`src/rtl/enc_pkg.sv`:
```
// Shared types and constants for the ElGamal session-key header encryptor.
// Holds the FSM state enum, header field positions and the modmul helpers.
package enc_pkg;

   localparam int WORD          = 16;
   localparam int EXPW          = 7;
   localparam int MODMUL_CYCLES = 17;
   localparam int CTXT_LSB      = 69;
   localparam int C_LSB         = 5;

   typedef enum logic [3:0] {
      S_IDLE, S_LOAD, S_EXP_G1, S_EXP_Y1, S_MUL_M1,
      S_EXP_G2, S_EXP_Y2, S_MUL_M2, S_WAIT_KS, S_PACK, S_DONE
   } state_t;

   // One interleaved iteration: r = (2r + bit*a) mod p, with r, a < p.
   function automatic logic [WORD-1:0] mm_step(input logic [WORD-1:0] r,
                                                input logic [WORD-1:0] a,
                                                input logic [WORD-1:0] p,
                                                input logic            b);
      logic [WORD:0] t;
      t = {r, 1'b0};
      if (t >= {1'b0, p}) t = t - {1'b0, p};
      else                t = t;
      if (b) t = t + {1'b0, a};
      else   t = t;
      if (t >= {1'b0, p}) t = t - {1'b0, p};
      else                t = t;
      return t[WORD-1:0];
   endfunction

   function automatic logic [127:0] pack_head(input logic [26:0]     rsvd,
                                              input logic [31:0]     ctxt,
                                              input logic [WORD-1:0] c22,
                                              input logic [WORD-1:0] c21,
                                              input logic [WORD-1:0] c12,
                                              input logic [WORD-1:0] c11,
                                              input logic [4:0]      tag);
      logic [127:0] h;
      h                        = '0;
      h[C_LSB-1:0]             = tag;
      h[C_LSB +: WORD]         = c11;
      h[C_LSB+WORD +: WORD]    = c12;
      h[C_LSB+2*WORD +: WORD]  = c21;
      h[C_LSB+3*WORD +: WORD]  = c22;
      h[CTXT_LSB +: 32]        = ctxt;
      h[127:101]               = rsvd;
      return h;
   endfunction

endpackage

```
`src/rtl/device_encrypt_modmul16.sv`:
```
// Bit-serial modular multiplier: 1 load cycle then 16 MSB-first iterations.
// done is high for the cycle after the last iteration; a new start may overlap it.
module modmul16
   import enc_pkg::*;
(
   input  logic            clk,
   input  logic            rst,
   input  logic            start,
   input  logic [WORD-1:0] a,
   input  logic [WORD-1:0] b,
   input  logic [WORD-1:0] p,
   output logic            done,
   output logic [WORD-1:0] result
);

   logic [WORD-1:0] a_r, b_r, p_r, r_r;
   logic [4:0]      cnt_r;
   logic            busy_r;

   always_ff @(posedge clk) begin
      if (rst) begin
         a_r    <= '0;
         b_r    <= '0;
         p_r    <= '0;
         r_r    <= '0;
         cnt_r  <= 5'd0;
         busy_r <= 1'b0;
      end else if (start) begin
         a_r    <= a;
         b_r    <= b;
         p_r    <= p;
         r_r    <= '0;
         cnt_r  <= 5'(MODMUL_CYCLES - 1);
         busy_r <= 1'b1;
      end else if (busy_r && (cnt_r != 5'd0)) begin
         r_r    <= mm_step(r_r, a_r, p_r, b_r[WORD-1]);
         b_r    <= b_r << 1;
         cnt_r  <= cnt_r - 5'd1;
      end else begin
         busy_r <= 1'b0;
      end
   end

   assign done   = busy_r && (cnt_r == 5'd0);
   assign result = r_r;

endmodule

```
`src/rtl/device_encrypt.sv`:
```
// ElGamal encryption of two 16-bit session-key halves plus keystream-XORed
// plaintext, packed into a 128-bit header; one shared modmul, constant time.
module device_encrypt
   import enc_pkg::*;
#(
   parameter logic [4:0]  HDR_TAG = 5'b00000,
   parameter logic [26:0] RSVD    = 27'h0
)(
   input  logic            clk,
   input  logic            rst,
   input  logic            start,
   output logic            idle,
   input  logic [WORD-1:0] p,
   input  logic [WORD-1:0] g,
   input  logic [WORD-1:0] y,
   input  logic [EXPW-1:0] k1,
   input  logic [EXPW-1:0] k2,
   input  logic [31:0]     sessionkey,
   input  logic [31:0]     ptxt,
   input  logic [31:0]     ks_data,
   input  logic            ks_valid,
   output logic            ks_ready,
   output logic [127:0]    encryptedhead,
   output logic            out_valid,
   input  logic            out_ready,
   output logic            err
);

   state_t          state_r, state_n;
   logic [WORD-1:0] p_r, g_r, y_r, m1_r, m2_r, acc_r;
   logic [WORD-1:0] c11_r, c12_r, c21_r, c22_r;
   logic [EXPW-1:0] k1_r, k2_r;
   logic [31:0]     ptxt_r, ctxt_r;
   logic [127:0]    res_r;
   logic [2:0]      bit_r;
   logic            phase_r, job_err_r;

   logic            mm_start, mm_done;
   logic [WORD-1:0] mm_a, mm_b, mm_result;
   logic [WORD-1:0] exp_base, acc_upd;
   logic [EXPW-1:0] exp_k;
   logic            bad, handshake, out_valid_n;

   modmul16 u_mm (
      .clk    (clk),
      .rst    (rst),
      .start  (mm_start),
      .a      (mm_a),
      .b      (mm_b),
      .p      (p_r),
      .done   (mm_done),
      .result (mm_result)
   );

   assign exp_base    = (state_r == S_EXP_G1 || state_r == S_EXP_G2) ? g_r : y_r;
   assign exp_k       = (state_r == S_EXP_G1 || state_r == S_EXP_Y1) ? k1_r : k2_r;
   // The multiply always runs; its product is kept only when the exponent bit is set.
   assign acc_upd     = exp_k[bit_r] ? mm_result : acc_r;
   assign bad         = (p_r < 16'd3) || !p_r[0] || (g_r >= p_r) || (y_r >= p_r)
                        || (m1_r >= p_r) || (m2_r >= p_r);
   assign handshake   = out_valid && out_ready;
   assign out_valid_n = (state_r == S_DONE) && !handshake;
   assign idle        = (state_r == S_IDLE);
   assign ks_ready    = (state_r == S_WAIT_KS);

   // Next-state and modmul operand selection.
   always_comb begin
      state_n  = state_r;
      mm_start = 1'b0;
      mm_a     = acc_r;
      mm_b     = acc_r;
      case (state_r)
         S_IDLE:    if (start) state_n = S_LOAD; else state_n = S_IDLE;
         S_LOAD: begin
            if (bad) begin
               state_n = S_DONE;
            end else begin
               state_n  = S_EXP_G1;
               mm_start = 1'b1;
               mm_a     = 16'd1;
               mm_b     = 16'd1;
            end
         end
         S_EXP_G1, S_EXP_Y1, S_EXP_G2, S_EXP_Y2: begin
            if (mm_done) begin
               mm_start = 1'b1;
               if (!phase_r) begin
                  mm_a = mm_result;
                  mm_b = exp_base;
               end else if (bit_r != 3'd0) begin
                  mm_a = acc_upd;
                  mm_b = acc_upd;
               end else begin
                  case (state_r)
                     S_EXP_G1: begin state_n = S_EXP_Y1; mm_a = 16'd1; mm_b = 16'd1;   end
                     S_EXP_Y1: begin state_n = S_MUL_M1; mm_a = m1_r;  mm_b = acc_upd; end
                     S_EXP_G2: begin state_n = S_EXP_Y2; mm_a = 16'd1; mm_b = 16'd1;   end
                     S_EXP_Y2: begin state_n = S_MUL_M2; mm_a = m2_r;  mm_b = acc_upd; end
                     default:  begin state_n = S_IDLE;   mm_start = 1'b0;              end
                  endcase
               end
            end else begin
               state_n = state_r;
            end
         end
         S_MUL_M1: begin
            if (mm_done) begin
               state_n  = S_EXP_G2;
               mm_start = 1'b1;
               mm_a     = 16'd1;
               mm_b     = 16'd1;
            end else begin
               state_n = state_r;
            end
         end
         S_MUL_M2:  if (mm_done) state_n = S_WAIT_KS; else state_n = state_r;
         S_WAIT_KS: if (ks_valid) state_n = S_PACK; else state_n = state_r;
         S_PACK:    state_n = S_DONE;
         S_DONE:    if (handshake) state_n = S_IDLE; else state_n = state_r;
         default:   state_n = S_IDLE;
      endcase
   end

   // State, job datapath and registered outputs.
   always_ff @(posedge clk) begin
      if (rst) begin
         state_r       <= S_IDLE;
         p_r <= '0; g_r <= '0; y_r <= '0; m1_r <= '0; m2_r <= '0;
         k1_r <= '0; k2_r <= '0; ptxt_r <= '0; ctxt_r <= '0;
         acc_r <= '0; bit_r <= 3'd0; phase_r <= 1'b0;
         c11_r <= '0; c12_r <= '0; c21_r <= '0; c22_r <= '0;
         res_r         <= '0;
         job_err_r     <= 1'b0;
         out_valid     <= 1'b0;
         encryptedhead <= '0;
         err           <= 1'b0;
      end else begin
         state_r <= state_n;
         case (state_r)
            S_IDLE: begin
               if (start) begin
                  p_r <= p; g_r <= g; y_r <= y; k1_r <= k1; k2_r <= k2;
                  m1_r <= sessionkey[15:0]; m2_r <= sessionkey[31:16];
                  ptxt_r    <= ptxt;
                  acc_r     <= 16'd1;
                  bit_r     <= 3'(EXPW - 1);
                  phase_r   <= 1'b0;
                  job_err_r <= 1'b0;
                  res_r     <= '0;
               end
            end
            S_LOAD: begin
               if (bad) begin
                  job_err_r <= 1'b1;
                  res_r     <= '0;
               end
            end
            S_EXP_G1, S_EXP_Y1, S_EXP_G2, S_EXP_Y2: begin
               if (mm_done) begin
                  if (!phase_r) begin
                     acc_r   <= mm_result;
                     phase_r <= 1'b1;
                  end else if (bit_r != 3'd0) begin
                     acc_r   <= acc_upd;
                     bit_r   <= bit_r - 3'd1;
                     phase_r <= 1'b0;
                  end else begin
                     acc_r   <= 16'd1;
                     bit_r   <= 3'(EXPW - 1);
                     phase_r <= 1'b0;
                     if (state_r == S_EXP_G1) c11_r <= acc_upd;
                     if (state_r == S_EXP_G2) c21_r <= acc_upd;
                  end
               end
            end
            S_MUL_M1:  if (mm_done) c12_r <= mm_result;
            S_MUL_M2:  if (mm_done) c22_r <= mm_result;
            S_WAIT_KS: if (ks_valid) ctxt_r <= ptxt_r ^ ks_data;
            S_PACK:    res_r <= pack_head(RSVD, ctxt_r, c22_r, c21_r, c12_r, c11_r, HDR_TAG);
            default:   ;
         endcase
         out_valid     <= out_valid_n;
         encryptedhead <= out_valid_n ? res_r : 128'd0;
         err           <= out_valid_n ? job_err_r : 1'b0;
      end
   end

endmodule

```
`config.mk`:
```
export PLATFORM = sky130hd
export DESIGN_NAME = device_encrypt
export DESIGN_NICKNAME = d
export VERILOG_FILES = /design/src/rtl/enc_pkg.sv /design/src/rtl/device_encrypt_modmul16.sv /design/src/rtl/device_encrypt.sv
export SDC_FILE = /design/constraint.sdc
export NUM_CORES = 1
export LEC_CHECK = 0
export CORE_MARGIN = 5
export CORE_UTILIZATION = 32
export DETAILED_ROUTE_END_ITERATION = 16
export GPL_TIMING_DRIVEN = 0
export PLACE_DENSITY = 0.59
export SYNTH_ARGS = -nofsm -noshare
export SYNTH_HDL_FRONTEND = slang
export SYNTH_SLANG_ARGS = --single-unit
```
`constraint.sdc`:
```
create_clock -name clk -period 17.7 [get_ports clk]
set_clock_uncertainty 0.2 [all_clocks]
set_input_delay 3.54 -clock clk [delete_from_list [all_inputs] [get_ports clk]]
set_output_delay 3.54 -clock clk [all_outputs]
set_load 0.005 [all_outputs]
```
======== Word-level counts from Yosys, hierarchy flattened ========
Index checks and enable logic that the tools add are counted.
operators by class
  divide/modulo/power cells ............... 0
  shift operators ......................... 0
  reduce and logical (&&, ||, !) cells .... 38
  add/sub/neg operators ................... 5
  multipliers ............................. 0
  eq/ne operators ......................... 20
  $lt $le $gt $ge ......................... 8
  mux-type cells .......................... 65
  bitwise operators ....................... 3
operator list
  kind                   count
  $pmux W128 S3          1
  $mux W16               17
  $mux W128              2
  $pmux W16 S3           3
  $mux W17               8
  $ge A16 B16 Y1         4
  $pmux W16 S2           2
  $ge A17 B16 Y1         2
  $mux W4                8
  $pmux W4 S8            1
  $xor A32 B32 Y32       1
  $add A17 B16 Y17       1
  $sub A17 B16 Y17       1
  $eq A4 B3 Y1 const B   4
  $lt A16 B2 Y1 const B  1
  $ne A2 B2 Y1 const B   8
  $sub A16 B16 Y16       1
  $eq A4 B4 Y1 const B   3
  $mux W3                4
  $pmux W3 S4            1
  $mux W1                10
  $mux W5                2
  $reduce_and A5 Y1      2
  $reduce_and A3 Y1      3
  other kinds (25)       49
storage, ports and cells
  memories kept ........................... 0
  bits in latches ......................... 0
  memory bits (read-only) ................. 0
  register bits after elaboration ......... 575
  output and inout bits ................... 132
  input bits .............................. 163
  logic and storage cells ................. 168
  memory bits (writable) .................. 0

======== Logic depth before layout (Yosys ltp) ========
  depth after elaboration ................. 17
  mapped depth ............................ 29
  gate-level depth less buffers ........... 27

======== By module ========
A second synthesis with hierarchy kept.
second synthesis, totals
  cell total of the unflattened synthesis .. 2679
  area total of the unflattened synthesis .. 23378.7 um^2
by module, submodules not included
  module          times used  seq. area each (um^2)  cells an instance  area each (um^2)
  device_encrypt  1           8828.5                 1959               17739.5
  modmul16        1           1401.3                 720                5639.2

======== Worst setup path after synthesis ========
No wires, ideal clock.
  path type ............................... register to register
  start ................................... register u_mm.r_r[13] (netlist: u_mm.result[13])
  end ..................................... register u_mm.r_r[14] (netlist: u_mm.result[14])
  data required time ...................... 17.378 ns
  path slack .............................. 11.396 ns
  period minus slack after synthesis ...... 6.304 ns
  path buffers ............................ 2
  data arrival time ....................... 5.982 ns
  stages on the path, launching flop included .. 25
  setup time .............................. 0.122 ns
  cells stage by stage .................... dfxtp_1 ha_1 and2_1 nand4_1 o41ai_1 nand3b_1 buf_2 mux2_2 ha_1 a211oi_1 a21oi_1 o311ai_2 or2_2 nand2_1 xor2_1 mux2_2 ha_1 and4_1 and3_1 a22o_1 nand2_1 and4b_1 clkbuf_1 or4_1 o311a_1
on the way
  longest elaborated chain between the ends .. 12
  elaborated cells between the ends (all ways) .. 14
  classes of those cells .................. add/sub (3); order compare (2); mux (9)
RTL lines
  item                                                       RTL line                       text
  start: declaration                                         device_encrypt_modmul16.sv:16  logic [WORD-1:0] a_r, b_r, p_r, r_r;
  start signal: assignment                                   device_encrypt_modmul16.sv:36  r_r <= mm_step(r_r, a_r, p_r, b_r[WORD-1]);
  $sub A17 B16 Y17 / $ge A17 B16 Y1 (equally long branches)  enc_pkg.sv:23                  if (t >= {1'b0, p}) t = t - {1'b0, p};
  $mux W17 *                                                 enc_pkg.sv:23
  $mux W17 *                                                 device_encrypt_modmul16.sv:35  end else if (busy_r && (cnt_r != 5'd0)) begin
  $mux W17 *                                                 device_encrypt_modmul16.sv:28  end else if (start) begin
  $mux W17 *                                                 device_encrypt_modmul16.sv:21  if (rst) begin
  $add A17 B16 Y17                                           enc_pkg.sv:25                  if (b) t = t + {1'b0, a};
  $mux W17 *                                                 enc_pkg.sv:25
  $mux W17 *                                                 device_encrypt_modmul16.sv:35
  $mux W17 *                                                 device_encrypt_modmul16.sv:28
  $mux W17 *                                                 device_encrypt_modmul16.sv:21
  $sub A16 B16 Y16 / $ge A17 B16 Y1 (equally long branches)  enc_pkg.sv:27                  if (t >= {1'b0, p}) t = t - {1'b0, p};
  $mux W16 *                                                 enc_pkg.sv:27
Every way passes the cells marked *; elsewhere a longest branch is shown, timed or not. The select of a mux whose other input is x is not followed.
A chain may end at the register's enable or synchronous reset.

======== Worst setup path after layout ========
  start ................................... register u_mm.r_r[0] (netlist: u_mm.result[0])
  end ..................................... register u_mm.r_r[15] (netlist: u_mm.result[15])
The elaborated chain is that of the path after synthesis.

==> PnR_summary.wiki <==
{| class="wikitable"
! Metric !! Value
|-
| Result of the run || finished clean
|-
| Clock root buffer || clkbuf_16
|-
| Number of endpoints failing setup at the final stage || 0
|-
| Hold WC Path Type || reg -> reg
|-
| Clock tree from TritonCTS || yes
|-
| RSZ-0062 raised after global routing || no
|-
| Most Used Layer, Global Route || met2
|-
| Post-synthesis area per instance || 8.662 sq um
|-
| Post-route minimum period || approximately 7.7 ns
|-
| FMAX || 129.6 MHz
|-
| Fin area || slightly below 30,000 sq um
|-
| Maximum number of pins on one net before global-route repair || 16
|-
| Launching element type of the critical path || register
|-
| Die W || 278.5 microns
|-
| Fraction of synthesized cell area taken by the top area cell type || between 40% and 50%
|-
| Count of unique library cells instantiated by Yosys || between 70 and 80
|-
| Setup_tns || 0 ns
|-
| Number of buffers inserted by port buffering || 261
|-
| Number of violations reported at the end of detailed-routing iteration 0 || between 1,500 and 2,000
|-
| Standard-cell rows || 98
|-
| Number of enable-type register cells in the synthesized netlist || 0
|-
| GR Overflow Total || 0
|-
| Number of clock sinks || 511
|-
| Initial core utilization || 32.27%
|-
| Layout cells sized above 1 || 6.090%
|-
| Worst Max-Slew Pin Slew || 1.325 ns
|-
| Post-synthesis cell area || 23,070 sq um
|-
| PostCTS Resize Cnt || 0
|-
| Post-DP Area || 26,990 sq um
|-
| Clk slew on worst S/H paths || 0.06 ns
|-
| Instance count of the mapped netlist || 2,663
|-
| Number of vias per cell after detailed routing || 5.048
|-
| WHS || 0.2518 ns
|-
| Met3 routing resource usage after global routing || under 10%
|-
| Post-synthesis sequential element count || 511
|-
| Wire length reported by the detailed router || 78,770 microns
|-
| CTS hold repair buffers || 0
|-
| Sequential fraction of the synthesis area || 44.35%
|-
| Share of the core filled with cells in the final layout || 40.43%
|-
| Fill cell count || 7,237
|-
| GP Congestion || 0.9648
|-
| Initial antenna violation count || 4
|-
| Detailed-routing iteration count for the pre-antenna-repair pass || 5
|-
| Worst slew margin || between 10% and 20%
|-
| Cell type contributing the most total cell area after synthesis || dfxtp_1
|-
| Via count of the first global-routing pass || 19,060
|-
| Top post-synthesis cells by area || dfxtp_1, nand2_1, ha_1, a21oi_1, nor2_1
|-
| GR Layer Usage met1 || 26.18%
|-
| Power density relative to cell area || 118.8 nW/um^2
|-
| Kind of end point of the critical path || register
|-
| Top FF cell, synth || dfxtp_1
|-
| Number of max-slew violations in the final report || 0
|-
| Crit share post-route || 43.61%
|-
| Share of synthesized registers carrying an async set or reset || 0%
|-
| Warnings from Yosys || 0
|-
| Global Route Usage Sum || 19.29%
|-
| Height of the chip || about 280 microns
|-
| Fraction of met2 tracks used by global routing || 31.44%
|-
| Req. time, crit path || 18.01 ns
|-
| Wire length of the first global-routing pass || about 120,000 microns
|-
| Antenna Nets Post-Route || 0
|-
| Worst Path Class, Setup || reg -> reg
|-
| Peak fanout along the critical path || 10
|-
| I/O pin count || 295
|-
| Core ar. || 71,490 sq um
|-
| Clock latency on the worst-skew pair || just over 0.6 ns
|-
| CP arrival || between 8 and 9 ns
|-
| Final nets || 3,295
|-
| Number of endpoints with negative hold slack in the final report || 0
|-
| Post-DP HPWL || ~61,000 microns
|-
| Overall via count from detail_route || 20,220
|-
| Number of buffers created by CTS || 55
|-
| Total setup buffers inserted after CTS || 0
|-
| Number of buffers on the longest clock path || 3
|-
| Maximum VDD drop || slightly below 0.0001 V
|-
| Area growth from synthesis to layout || 25.28%
|-
| Count of unresolved DRC violations after routing || 0
|-
| Maximum Capacitance Violations || 0
|-
| Routed WL per cell || 19.66 microns
|-
| CTS H-Tree Depth || 2
|-
| Total leakage power || 0.01069 uW
|-
| Die area || 77,550 sq um
|}
[worst max-delay path, stage by stage (launching register included)]
cell and delay [ns]:
dfxtp_1 0.81, ha_1 0.36, nor2b_1 0.15, o31a_1 0.30
o21a_1 0.25, a21oi_1 0.19, nand3b_1 0.38, buf_2 0.35
mux2_2 0.33, ha_1 0.33, a211oi_1 0.25, a21oi_1 0.16
o311ai_2 0.47, or2_2 0.20, nand2_1 0.06, xor2_1 0.15
mux2_2 0.30, ha_1 0.36, and4_1 0.24, and3_1 0.20
a221oi_1 0.31, nand4b_1 0.40, buf_2 0.36, mux2i_1 0.18
a211oi_1 0.30
[metal layers]
layer / part of all wire [%] / wire length (microns) / up-vias
met5: 0.030 / 24 / -
li1: - / - / 9975
met1: 44 / 34870 / 9467
met2: 46 / 36260 / 641
met3: 6.8 / 5331 / 134
met4: 2.9 / 2285 / 4
[through the flow]
step / instances / worst slack (ns) / total power [uW]
2_1_floorplan: 2694 / 11.40 / 1907
3_3_place_gp: 3905 / 10.09 / 2225
3_5_place_dp: 3905 / 10.16 / 2232
4_1_cts: 4004 / 10.13 / 3447
5_1_grt: 4006 / 9.466 / 3604
6_report: 4006 / 9.982 / 3434
[Yosys cell counts (12+ instances only)]
library cell,count
buf_4,38
a221o_1,12
o21ai_0,64
buf_1,12
and2_1,103
a22oi_1,115
dfxtp_1,511
a21o_1,25
a21oi_1,236
nor3_1,28
mux2_2,24
a221oi_1,21
inv_1,51
nor2_1,296
clkbuf_1,139
nand3_1,15
xnor2_1,61
nor2b_1,16
mux2i_1,66
nand4_1,16
a211oi_1,101
nand2_1,403
ha_1,117
buf_2,15
[placed cells by master (no fill, tap or decap), types with 51 or more instances in the layout]
cell type        instances
a211oi_1               101
a21oi_1                236
a22oi_1                115
and2_1                 103
clkbuf_1               151
clkbuf_16               55
clkdlybuf4s50_1        261
dfxtp_1                511
ha_1                   117
inv_1                   51
mux2i_1                 66
nand2_1                403
nor2_1                 296
o21ai_0                 64
xnor2_1                 61
[logic make-up (layout without fill, tap and decap cells)]
family                   count (synthesis)  after routing  share of synthesized area, %
adder cells (fa/ha/maj)                120            120                         6.607
AO/OA/AOI/OAI                          662            662                         18.91
AND/OR/NAND/NOR                        948            948                         18.16
XOR/XNOR                                72             72                         2.734
buffers and inverters                  256            616                         4.898
multiplexers                            93             93                         4.328
flip-flops                             511            511                         44.35
other                                    1             34                       0.01626
[area by class of cell]
class	count	area, sq um	share of cell area (%)
Antenna cell	2	5.005	0.01732
Buffer	205	938.4	3.247
Clock buffer	79	1587	5.490
Clock inverter	20	316.6	1.095
Inverter	51	191.4	0.6624
Multi-Input combinational cell	1927	11830	40.94
Sequential cell	511	10230	35.40
Tap cell	950	1189	4.113
Timing Repair Buffer	261	2613	9.040
[final timing paths]
path,startpoint,end,slack [ns],cells after the start
hold reg to reg,c22_r[12],c22_r[12],0.25,2
setup reg to reg,u_mm.result[0],u_mm.result[15],9.98,24
setup / recovery,u_mm.result[0],u_mm.result[15],9.98,24
hold / removal,c22_r[12],c22_r[12],0.25,2
[state kept, by name, summed over array words and instances (netlist names), 4 cells and up]
signal and count:
c22_r 16, ptxt_r 32, acc_r 16, y_r 16, u_mm.a_r 16, u_mm.b_r 16
c12_r 16, k1_r 7, k2_r 7, c21_r 16, g_r 16, ctxt_r 32
res_r 96, m1_r 16, state_r 4, u_mm.p_r 16, m2_r 16, u_mm.cnt_r 5
u_mm.result 16, c11_r 16, p_r 16, encryptedhead 96
[where the power goes]
part           leakage (uW)  switching (uW)  internal, uW  total (uW)
clock network      0.000918             495           716        1210
registers           0.00413            91.3          1240        1330
logic               0.00564             570           321         891
total                0.0107            1160          2280        3430
No activity file was read; power rests on OpenSTA's default activity.
